### src/rtl/cav4_sched_pkg.sv
// Shared types and helpers for the cav4 frame sequencer.
// FSM encoding, saturating increment and frame-length clamp.
package cav4_sched_pkg;

    typedef enum logic [1:0] {
        IDLE   = 2'd0,
        ARMED  = 2'd1,
        REPLAY = 2'd2
    } state_t;

    function automatic logic [15:0] sat16(input logic [15:0] v);
        return (v == 16'hFFFF) ? v : v + 16'd1;
    endfunction

    function automatic logic [7:0] clamp_len(
        input logic [7:0] len,
        input logic [7:0] lo
    );
        return (len < lo) ? lo : len;
    endfunction

endpackage

### src/rtl/cav4_frame_gen.sv
// I/Q interleave strobe, pair counter and frame start pulse.
// Frame length is clamped and latched once per frame.
import cav4_sched_pkg::*;

module cav4_frame_gen #(
    parameter int min_frame = 4
) (
    input  logic       clk,
    input  logic       reset_n,
    input  logic [7:0] frame_len,
    output logic       iq,
    output logic       start
);

    logic       r_ph;
    logic [7:0] r_pair;
    logic [7:0] r_len;
    logic       w_first;

    assign w_first = ~r_ph & (r_pair == 8'd0);
    assign iq      = reset_n & ~r_ph;
    assign start   = reset_n & w_first;

    // the length latched at frame start governs the wrap of that frame
    always_ff @(posedge clk or negedge reset_n) begin
        if (!reset_n) begin
            r_ph   <= 1'b0;
            r_pair <= 8'd0;
            r_len  <= 8'(min_frame);
        end else begin
            r_ph <= ~r_ph;
            if (w_first)
                r_len <= clamp_len(frame_len, 8'(min_frame));
            if (r_ph) begin
                if (r_pair == r_len - 8'd1)
                    r_pair <= 8'd0;
                else
                    r_pair <= r_pair + 8'd1;
            end
        end
    end

endmodule

### src/rtl/cav4_sched.sv
// Frame sequencer with staged, frame-aligned parameter replay.
// Define CAV4_SCHED_STATS_EN for commit_count/overrun statistics.
import cav4_sched_pkg::*;

module cav4_sched #(
    parameter int aw        = 5,
    parameter int dw        = 18,
    parameter int min_frame = 4
) (
    input  logic          clk,
    input  logic          reset_n,
    input  logic [7:0]    frame_len,
    input  logic          lb_write,
    input  logic [aw-1:0] lb_addr,
    input  logic [dw-1:0] lb_data,
    output logic          lb_ready,
    input  logic          commit,
    output logic          iq,
    output logic          start,
    output logic          live_we,
    output logic [aw-1:0] live_addr,
    output logic [dw-1:0] live_data,
    output logic          busy,
    output logic          done,
    output logic [15:0]   commit_count,
    output logic          overrun
);

    localparam int N = 1 << aw;

    state_t        r_state;
    logic [dw-1:0] r_stage [N];
    logic [N-1:0]  r_dirty;
    logic [aw-1:0] r_k;
    logic          r_last;
    logic          r_we;
    logic [aw-1:0] r_addr;
    logic [dw-1:0] r_data;
    logic          r_done;
    logic          w_iq;
    logic          w_start;
    logic          w_idle;
    logic          w_wr;
    logic          w_busy;
    logic          w_scan;

    cav4_frame_gen #(.min_frame(min_frame)) u_frame (
        .clk      (clk),
        .reset_n  (reset_n),
        .frame_len(frame_len),
        .iq       (w_iq),
        .start    (w_start)
    );

    assign w_idle = (r_state == IDLE);
    assign w_busy = ~w_idle;
    assign w_wr   = lb_write & w_idle;
    // r_k rests at 0 outside replay, so the start cycle scans entry 0
    assign w_scan = ((r_state == ARMED) & w_start)
                  | ((r_state == REPLAY) & ~r_last);

    assign iq        = w_iq;
    assign start     = w_start;
    assign lb_ready  = reset_n & w_idle;
    assign busy      = w_busy;
    assign live_we   = r_we;
    assign live_addr = r_addr;
    assign live_data = r_data;
    assign done      = r_done;

    always_ff @(posedge clk) begin
        if (w_wr)
            r_stage[lb_addr] <= lb_data;
    end

    always_ff @(posedge clk or negedge reset_n) begin
        if (!reset_n) begin
            r_state <= IDLE;
            r_dirty <= '0;
            r_k     <= '0;
            r_last  <= 1'b0;
            r_we    <= 1'b0;
            r_addr  <= '0;
            r_data  <= '0;
            r_done  <= 1'b0;
        end else begin
            if (w_wr)
                r_dirty[lb_addr] <= 1'b1;
            if (w_scan) begin
                r_we           <= r_dirty[r_k];
                r_addr         <= r_k;
                r_data         <= r_stage[r_k];
                r_dirty[r_k]   <= 1'b0;
                r_k            <= r_k + 1'b1;
                r_done         <= &r_k;
                r_last         <= &r_k;
            end else begin
                r_we   <= 1'b0;
                r_addr <= '0;
                r_data <= '0;
                r_done <= 1'b0;
                r_last <= 1'b0;
            end
            unique case (r_state)
                IDLE:    if (commit) r_state <= ARMED;
                ARMED:   if (w_start) r_state <= REPLAY;
                REPLAY:  if (r_last) r_state <= IDLE;
                default: r_state <= IDLE;
            endcase
        end
    end

`ifdef CAV4_SCHED_STATS_EN
    logic [15:0] r_cnt;
    logic        r_ovr;

    always_ff @(posedge clk or negedge reset_n) begin
        if (!reset_n) begin
            r_cnt <= 16'd0;
            r_ovr <= 1'b0;
        end else begin
            if (commit & w_idle)
                r_cnt <= sat16(r_cnt);
            if (commit & w_busy)
                r_ovr <= 1'b1;
        end
    end

    assign commit_count = r_cnt;
    assign overrun      = r_ovr;
`else
    assign commit_count = 16'd0;
    assign overrun      = 1'b0;
`endif

endmodule

### config.mk
export PLATFORM = sky130hd
export DESIGN_NAME = cav4_sched
export DESIGN_NICKNAME = d
export VERILOG_FILES = /design/src/rtl/cav4_sched_pkg.sv /design/src/rtl/cav4_frame_gen.sv /design/src/rtl/cav4_sched.sv
export SDC_FILE = /design/constraint.sdc
export NUM_CORES = 1
export LEC_CHECK = 0
export CAP_MARGIN = 5
export CORE_MARGIN = 10
export CORE_UTILIZATION = 62
export CTS_BUF_LIST = sky130_fd_sc_hd__clkbuf_8
export CTS_CLUSTER_SIZE = 16
export DETAILED_ROUTE_END_ITERATION = 8
export GPL_TIMING_DRIVEN = 0
export PLACE_DENSITY = 0.8
export SETUP_SLACK_MARGIN = 0.3
export SYNTH_ARGS = -nofsm -noshare
export SYNTH_HDL_FRONTEND = slang
export SYNTH_SLANG_ARGS = --single-unit
### constraint.sdc
create_clock -name clk -period 2.65 [get_ports clk]
set_input_delay 0.265 -clock clk [delete_from_list [all_inputs] [get_ports clk]]
set_output_delay 0.265 -clock clk [all_outputs]
set_load 0.01 [all_outputs]
Word-level counts from Yosys, hierarchy flattened
Memory sizes are Yosys's and may differ from the RTL's.
Index checks and enable logic that the tools add are counted.
Widths: inputs -> output; s select.
- bits in registers: 81
- output and inout bits: 46
- word-level logic and storage cells: 65
- memories: 1
- RAM bits: 576
- memories (name ; words ; bits a word ; rd ports ; clocked after Yosys merged registers in ; wr ports ; line ; text):
    r_stage ; 32 ; 18 ; 1 ; 0 ; 1 ; cav4_sched.sv:32 ; logic [dw-1:0] r_stage [N];
- reductions and logical operators: 6
- order comparisons: 5
- multiplexer cells: 20
- equal/unequal tests: 6
- $add $sub $neg: 3
- bitwise gates (word level): 14
- operator list (kind ; number):
    $mux 32 ; 2
    $and 32x32->32 ; 1
    $not 32->32 ; 1
    $or 32x32->32 ; 1
    $mux 18 ; 1
    $mux 8 ; 2
    $lt 5x6->1 const B ; 2
    $demux 1 s5 ; 2
    $ge 5x1->1 const B ; 2
    $add 8x1->8 const B ; 1
    $eq 8x8->1 ; 1
    $logic_not 8->1 ; 1
    $lt 8x3->1 const B ; 1
    $sub 8x1->8 const B ; 1
    $and 1x1->1 ; 7
    $mux 1 ; 7
    $mux 2 ; 3
    $ne 2x2->1 const B ; 3
    $pmux 2 s3 ; 1
    $add 5x1->5 const B ; 1
    $bmux 1 s5 ; 1
    $mux 5 ; 1
    $reduce_and 5->1 ; 1
    $not 1->1 ; 3
    6 further kinds ; 7

Depth between registers and ports, before layout
Gate-level depths: netlist (run 1).
- depth in word-level cells: 8
- mapped depth: 9

Hierarchy
From an unflattened synthesis (run 1), not the netlist that was laid out.
- cell total of the unflattened synthesis: 1497
- area total of the unflattened synthesis: 25839.8 um^2
- modules (own cells, without submodules) (module ; area each (um^2) ; times used ; cells an instance):
    cav4_sched ; 24746.2 ; 1 ; 1386
    cav4_frame_gen ; 1093.5 ; 1 ; 111

Worst setup path after synthesis (run 1)
OpenSTA, ideal clock, no wires.
- path type: register to register
- from: register r_state[0]
- to: memory r_stage[24][0], enable pin
- setup slack: 0.284 ns
- setup time: 0.394 ns
- stages on the path, launching flop included: 6
- clock period less this slack: 2.366 ns
- data arrival time: 1.972 ns
- cells stage by stage: dfrtp_1 nor2_1 nand2_1 or3_1 clkbuf_1 nor2_1
- cells in the longest elaborated chain, start to end: 4
- RTL lines (element ; line ; text):
    start: declaration ; cav4_sched.sv:31 ; state_t r_state;
    start signal: assignment ; cav4_sched.sv:78 ; r_state <= IDLE;
    start signal: assignment ; cav4_sched.sv:105 ; IDLE: if (commit) r_state <= ARMED;
    start signal: assignment ; cav4_sched.sv:106 ; ARMED: if (w_start) r_state <= REPLAY;
    $logic_not 2->1 ; cav4_sched.sv:55 ; assign w_idle = (r_state == IDLE);
    $and 1x1->1 ; cav4_sched.sv:57 ; assign w_wr = lb_write & w_idle;
    $mux 1 ; cav4_sched.sv:72 ; if (w_wr)
    $mux 1 (implied by the code) ; cav4_sched.sv:73 ; r_stage[lb_addr] <= lb_data;
    end: declaration ; cav4_sched.sv:32 ;
No other way between the ends.

Worst setup path after layout (run 1)
- from: register r_k[0]
- to: register r_data[15] (netlist: live_data[15])
- cells in the longest elaborated chain, start to end: 2
- RTL lines (element ; line ; text):
    start: declaration ; cav4_sched.sv:34 ; logic [aw-1:0] r_k;
    start signal: assignment ; cav4_sched.sv:94 ; r_k <= r_k + 1'b1;
    $mem_v2 32x18 ; -- ;
    $mux 18 ; cav4_sched.sv:89 ; if (w_scan) begin
    end signal: assignment ; cav4_sched.sv:92 ; r_data <= r_stage[r_k];
    end: declaration ; cav4_sched.sv:38 ; logic [dw-1:0] r_data;
No other way between the ends.
A chain may end at the register's enable or synchronous reset.

==> flow_metrics.tcl, run 1 <==
set metrics [dict create \
    status "finished clean" \
    p_sw_mw 7.22 \
    power_frac_clock_pct 30.6 \
    postRouteAntennaNets 0 \
    hp-class "input pin to register" \
    finish.utilization_pct 75.1 \
    cts_buffers 100 \
    cts_num_sinks 657 \
    grt_use_met2_pct 40.8 \
    rsz0062_at_grt "true" \
    power_mw 25.7 \
    path_buf_inv 2 \
    synth_top_cells_by_area "edfxtp_1, mux4_2, dfrtp_1" \
    die_w_um 222 \
    via_per_inst 6.63 \
    critPathMaxStageDelay_ns 0.65 \
    r2r_end "live_data[15]$_DFF_PN0_" \
    placed_area_um2 27400 \
    switching_share_pct 28.1 \
    grt_pass1_wl_mm 92.8 \
    cap_violations 0 \
    ff2ff_setup_slack_ns 0.30 \
    finalInstanceArea_um2 30100 \
    diodes 0 \
    dieArea_um2 49300 \
    syn_to_final_growth_pct 18.9 \
    synth.most_common_cell "edfxtp_1" \
    nets 1516 \
    cts_tree "done" \
    cp_slowest_cell "mux4_2" \
    vdd_ir_drop_max_uv 540 \
    grt_max_degree 72 \
    hold_violations 0 \
    p_int_mw 18.4 \
    core_area_um2 40000 \
    setup_viol 0 \
    nFillCells 2129 \
    antenna_found_initial 0 \
    synth-seq-cells 657 \
    use_met3_pct 7.78 \
    avgSynthCellArea_um2 20.6 \
    synth_flop_cell "edfxtp_1" \
    critPathTopFamily "multiplexers" \
    worstSetupPathType "register to register" \
    drt-total-wl_mm 63.4 \
    synth-seq-area-share_pct 76.4 \
    synth_top_area_cell "edfxtp_1" \
    synthTopCellsByCount "edfxtp_1, mux4_2, dfrtp_1" \
    r2r_cells 5 \
    worst-path-max-fanout 10 \
    fin_crit_sh_pct 88.9 \
    critPathCaptureType "register" \
    hold_start "commit" \
    grtUsageTotal_pct 25.5 \
    seqPwrFrac_pct 45.7 \
    whs_path_depth 3 \
    numPortBuffers 63 \
    multi_input_area_um2 5890 \
    htree_levels 3 \
    slew_violations 0 \
    timing.fmax_mhz 425 \
    dp.final_hpwl_mm 39.1 \
    synth_cells 1227 \
    drive_gt1_share_pct 31.4 \
    die_h_um 222 \
    finalSetupTns_ns 0 \
    vias 13800 \
    crit_required_ns 3.17 \
    drt_iter0_drc 2105 \
    grt_pass1_vias 14000 \
    dr.pass1.iters 5 \
    relSlewSlack_pct 12.7 \
    overflow 0 \
    async_reset_ff_share_pct 12.3 \
    wl_per_cell_um 30.5 \
    gp_congestion 0.816 \
    drc_errors 0 \
    crit_path_start_kind "register" \
    yosysWarnings 0 \
    pwr_density_cell_nw_per_um2 854 \
    initial_core_util_pct 63.2 \
    rows 73 \
    grt-busiest-layer "met2" \
    grt_util_met1_pct 32.8 \
    synth_top_area_share_pct 68.4 \
    synth-edff-count 576 \
    power_frac_comb_pct 23.8 \
    worst_pin_slew_ns 1.31 \
    rr_startpoint "r_k[0]$_DFFE_PN0N_" \
    crit_chain "buf_6 -> buf_2 -> mux4_2 -> o221ai_1 -> nor3_1" \
    arrival_ns 2.88 \
    min_to "r_state[0]$_DFFE_PN0P_" \
    clock_path_buffers 3 \
    cts.reportedPaths.clkPinSlew_ns 0.06 \
    cts_root_buf "clkbuf_8" \
    ys_types 51 \
    ff_latch_area_um2 19300 \
    skew_ns 0.0426 \
    io_pins 81 \
    syn_area_um2 25300 \
    insertion_delay_ns 0.68 \
    p_leak_nw 10.2 \
    layout_min_cycle_time_ns 2.35 \
]
==> placed cells by master (no fill, tap or decap), drive strengths merged, types with 33 or more instances in the layout <==
cell / Yosys / layout
buf: 49 / 116
clkbuf: 31 / 143
clkdlybuf4s50: 0 / 57
dfrtp: 80 / 80
edfxtp: 576 / 576
inv: 13 / 58
mux4: 152 / 152
nand2: 33 / 33
nor2: 69 / 69
o22a: 33 / 33
o22ai: 62 / 62
==> timing repair <==
action                                 in CTS  in global routing
endpoints found under the hold margin      80                  0
setup endpoints to repair                 631                227
pin swaps                                  12                  8
setup buffers                              17                 13
gates resized for setup                    63                 46
hold buffers                                3                  0
==> layer usage <==
layer	vias to the layer above	wire length (um)
li1	5555	-
met1	7066	22100
met2	1031	31600
met3	141	7790
met4	0	2010
met5	-	0
==> worst max-delay path by stage <==
stage / to / slack, ns / start / cells after the start
2_1_floorplan: r_stage[24][0]$_DFFE_PP_ / 0.28 / r_state[0]$_DFFE_PN0P_ / 5
3_3_place_gp: live_data[5]$_DFF_PN0_ / -2.26 / reset_n / 5
3_5_place_dp: r_stage[4][9]$_DFFE_PP_ / -0.38 / r_state[0]$_DFFE_PN0P_ / 6
4_1_cts: live_data[11]$_DFF_PN0_ / 0.24 / r_k[1]$_DFFE_PN0N_ / 7
5_1_grt: live_data[11]$_DFF_PN0_ / 0.20 / r_k[2]$_DFFE_PN0N_ / 8
6_report: live_data[15]$_DFF_PN0_ / 0.30 / r_k[0]$_DFFE_PN0N_ / 5
==> worst min-delay path: cells and delay by family <==
| family | cells | cell delay (ns) |
|---|---|---|
| compound gates | 1 | 0.05 |
| buf+inv | 1 | 0.41 |
| simple gates | 1 | 0.09 |
==> stage by stage <==
step	hold slack, ns	instances	worst slack [ns]
6_report	0.202	2079	0.295
3_5_place_dp	0.115	1860	-0.381
5_1_grt	0.194	2079	0.205
4_1_cts	0.180	2063	0.239
2_1_floorplan	-0.0306	1243	0.284
3_3_place_gp	0.448	1831	-2.26
==> kinds of logic after synthesis <==
family	share of synthesized area (%)
XOR/XNOR	0.554
other	0.0148
flip-flops	76.4
multiplexers	13.6
AND/OR/NAND/NOR	3.26
AO/OA/AOI/OAI	3.73
buffers and inverters	2.00
adder cells (fa/ha/maj)	0.396
==> power by group through the flow <==
stage | Clock [mW] | Sequential (mW) | Combinational, mW
3_5_place_dp | 0 | 11.9 | 5.63
4_1_cts | 7.85 | 11.7 | 5.81
3_3_place_gp | 0 | 11.9 | 5.48
5_1_grt | 8.41 | 11.7 | 6.46
2_1_floorplan | 0 | 11.9 | 4.02
6_report | 7.85 | 11.7 | 6.10
==> area by class of cell <==
type                       instances  area share [%]
sequential                       657            64.3
multi-input combinational        493            19.6
timing repair buffer             128            5.72
clock buffer                     111            5.08
tap                              525            2.19
buffer                            80            1.77
clock inverter                    72            1.19
inverter                          13           0.162
==> registers in the layout, indices dropped and copies added, names as in the netlist <==
register	cells
u_frame.r_ph	1
live_addr	5
r_stage	576
live_we	1
u_frame.r_len	8
r_dirty	32
done	1
u_frame.r_pair	8
live_data	18
r_k	5
r_state	2
Power figures use the tool's default switching activity.
==> inputs of run 2 (changes only) <==
- CORE_UTILIZATION: 62 -> 61
- CTS_BUF_LIST: sky130_fd_sc_hd__clkbuf_8 -> sky130_fd_sc_hd__clkbuf_16
- PLACE_DENSITY: 0.8 -> 0.79
==> flow_metrics.tcl, run 2 (synthesis gave the netlist of run 1 again) <==
set metrics [dict create \
    cts_buffers 61 \
    crit_path_start_kind "register" \
    nets 1477 \
    crit_path_frequent_cell "buf_2" \
    fin_crit_sh_pct 87.6 \
    placed_area_um2 27300 \
    drt-total-wl_mm 69.8 \
    worstSetupPathType "register to register" \
    syn_to_final_growth_pct 18.8 \
    grtUsageTotal_pct 27.4 \
    fin_ws_ns 0.329 \
    crit_required_ns 3.17 \
    regMostFlops "r_stage" \
    path_buf_inv 2 \
    hold_violations 81 \
    layout_min_cycle_time_ns 2.32 \
    critPathTopFamily "simple AND/OR/NAND/NOR gates" \
    arrival_ns 2.84 \
    cts_tree "done" \
    die_w_um 224 \
    grt_max_degree 73 \
    dp.final_hpwl_mm 40.2 \
    timing.fmax_mhz 431 \
    skew_ns 0.0380 \
    cts.reportedPaths.clkPinSlew_ns 0.06 \
    relSlewSlack_pct 15.0 \
    crit_chain "buf_2 -> nand3_1 -> buf_2 -> o22ai_1 -> nor2_1 -> o221ai_1 -> nor3_1" \
    hold_ws_ns -0.504 \
    finish.utilization_pct 73.4 \
    clock_path_buffers 3 \
    nFillCells 2251 \
    cts_num_sinks 657 \
    overflow 0 \
    dp_slack_ns -0.496 \
    slew_violations 0 \
    setup_viol 0 \
    cp_slowest_cell "dfrtp_1" \
    cap_violations 0 \
    rows 74 \
    via_per_inst 7.07 \
    insertion_delay_ns 0.65 \
    core_area_um2 40900 \
    dieArea_um2 50000 \
    hp-class "input pin to asynchronous set/reset pin" \
    vias 14200 \
    largest_reg_flops 576 \
    p_leak_nw 10.1 \
    grt_pass1_vias 14500 \
    diodes 0 \
    io_pins 81 \
    finalInstanceArea_um2 30000 \
    gp_congestion 0.828 \
    cts_root_buf "clkbuf_16" \
    critPathMaxStageDelay_ns 0.39 \
    postRouteAntennaNets 0 \
    drt_iter0_drc 2191 \
    dp.cells 1865 \
    worst-path-max-fanout 10 \
    htree_levels 2 \
    initial_core_util_pct 61.8 \
    ff_latch_area_um2 19300 \
    instances_no_fill 2013 \
    final_cell_mix "edfxtp_1, mux4_2, dfrtp_1" \
    drc_errors 0 \
    vdd_ir_drop_max_uv 690 \
    rsz0062_at_grt "true" \
    antenna_found_initial 1 \
    final_common_cell "edfxtp_1" \
    pwr_density_cell_nw_per_um2 882 \
    multi_input_area_um2 5890 \
    drive_gt1_share_pct 29.8 \
    wl_per_cell_um 34.7 \
    grt_pass1_wl_mm 99.8 \
    die_h_um 224 \
    status "finished, violations left" \
    critPathCaptureType "register" \
    failed_checks "hold timing" \
    numPortBuffers 63 \
    finalSetupTns_ns 0 \
    worst_pin_slew_ns 1.27 \
    dr.pass1.iters 5 \
    power_mw 26.5 \
]
==> run 2: cell count changes in the layout (fill, tap and decap cells not counted), sizes merged, moves of 2 or more <==
| cell | delta |
|---|---|
| bufinv | +2 |
| clkbuf | -49 |
| dlygate4sd3 | -2 |
| inv | -26 |
==> run 2: final timing paths <==
| kind | startpoint | to | cells after the start | slack (ns) |
|---|---|---|---|---|
| worst max-delay path | r_k[2]$_DFFE_PN0N_ | live_data[6]$_DFF_PN0_ | 7 | 0.33 |
| worst min-delay path | reset_n | u_frame.r_pair[2]$_DFFE_PN0P_ | 1 | -0.50 |
| worst max register to register | r_k[2]$_DFFE_PN0N_ | live_data[6]$_DFF_PN0_ | 7 | 0.33 |
| worst min register to register | r_dirty[14]$_DFF_PN0_ | r_dirty[14]$_DFF_PN0_ | 1 | 0.49 |
| max in group asynchronous | reset_n | live_data[17]$_DFF_PN0_ | 2 | 2.52 |
| min in group clk | frame_len[3] | u_frame.r_len[3]$_DFFE_PN0N_ | 3 | 0.21 |
==> run 2: area by class of cell <==
type,count,share of cell area [%]
Sequential cell,657,64.3
Clock inverter,48,1.07
Clock buffer,62,5.17
Inverter,13,0.162
Buffer,80,1.82
Tap cell,532,2.22
Timing Repair Buffer,128,5.60
Multi-Input combinational cell,493,19.6
==> run 2: where the power goes <==
group	switching (mW)	total, mW	internal [mW]	leakage, nW
clock network	3.88	8.48	4.60	0.993
registers	0.214	11.7	11.5	6.26
logic	3.35	6.30	2.95	2.80
==> run 2: what timing repair did <==
action / in CTS / in global routing
pin swaps: 19 / 0
cloned: 0 / 0
setup endpoints to repair: 631 / 37
setup buffers: 30 / 4
hold endpoints to repair: 81 / 81
resized for setup: 68 / 36
==> run 2: layer usage <==
layer	global-route usage, %	wire, um	up-vias
li1	-	-	5454
met1	35.2	23400	7336
met2	43.4	34600	1219
met3	7.44	8660	218
met4	12.8	3150	2
met5	0	9	-
==> run 2: worst register-to-register path, cell delays in order, from the launching register on <==
cell and delay (ns):
dfrtp_1 0.39, buf_2 0.20, nand3_1 0.26, buf_2 0.34
o22ai_1 0.18, nor2_1 0.29, o221ai_1 0.26, nor3_1 0.30
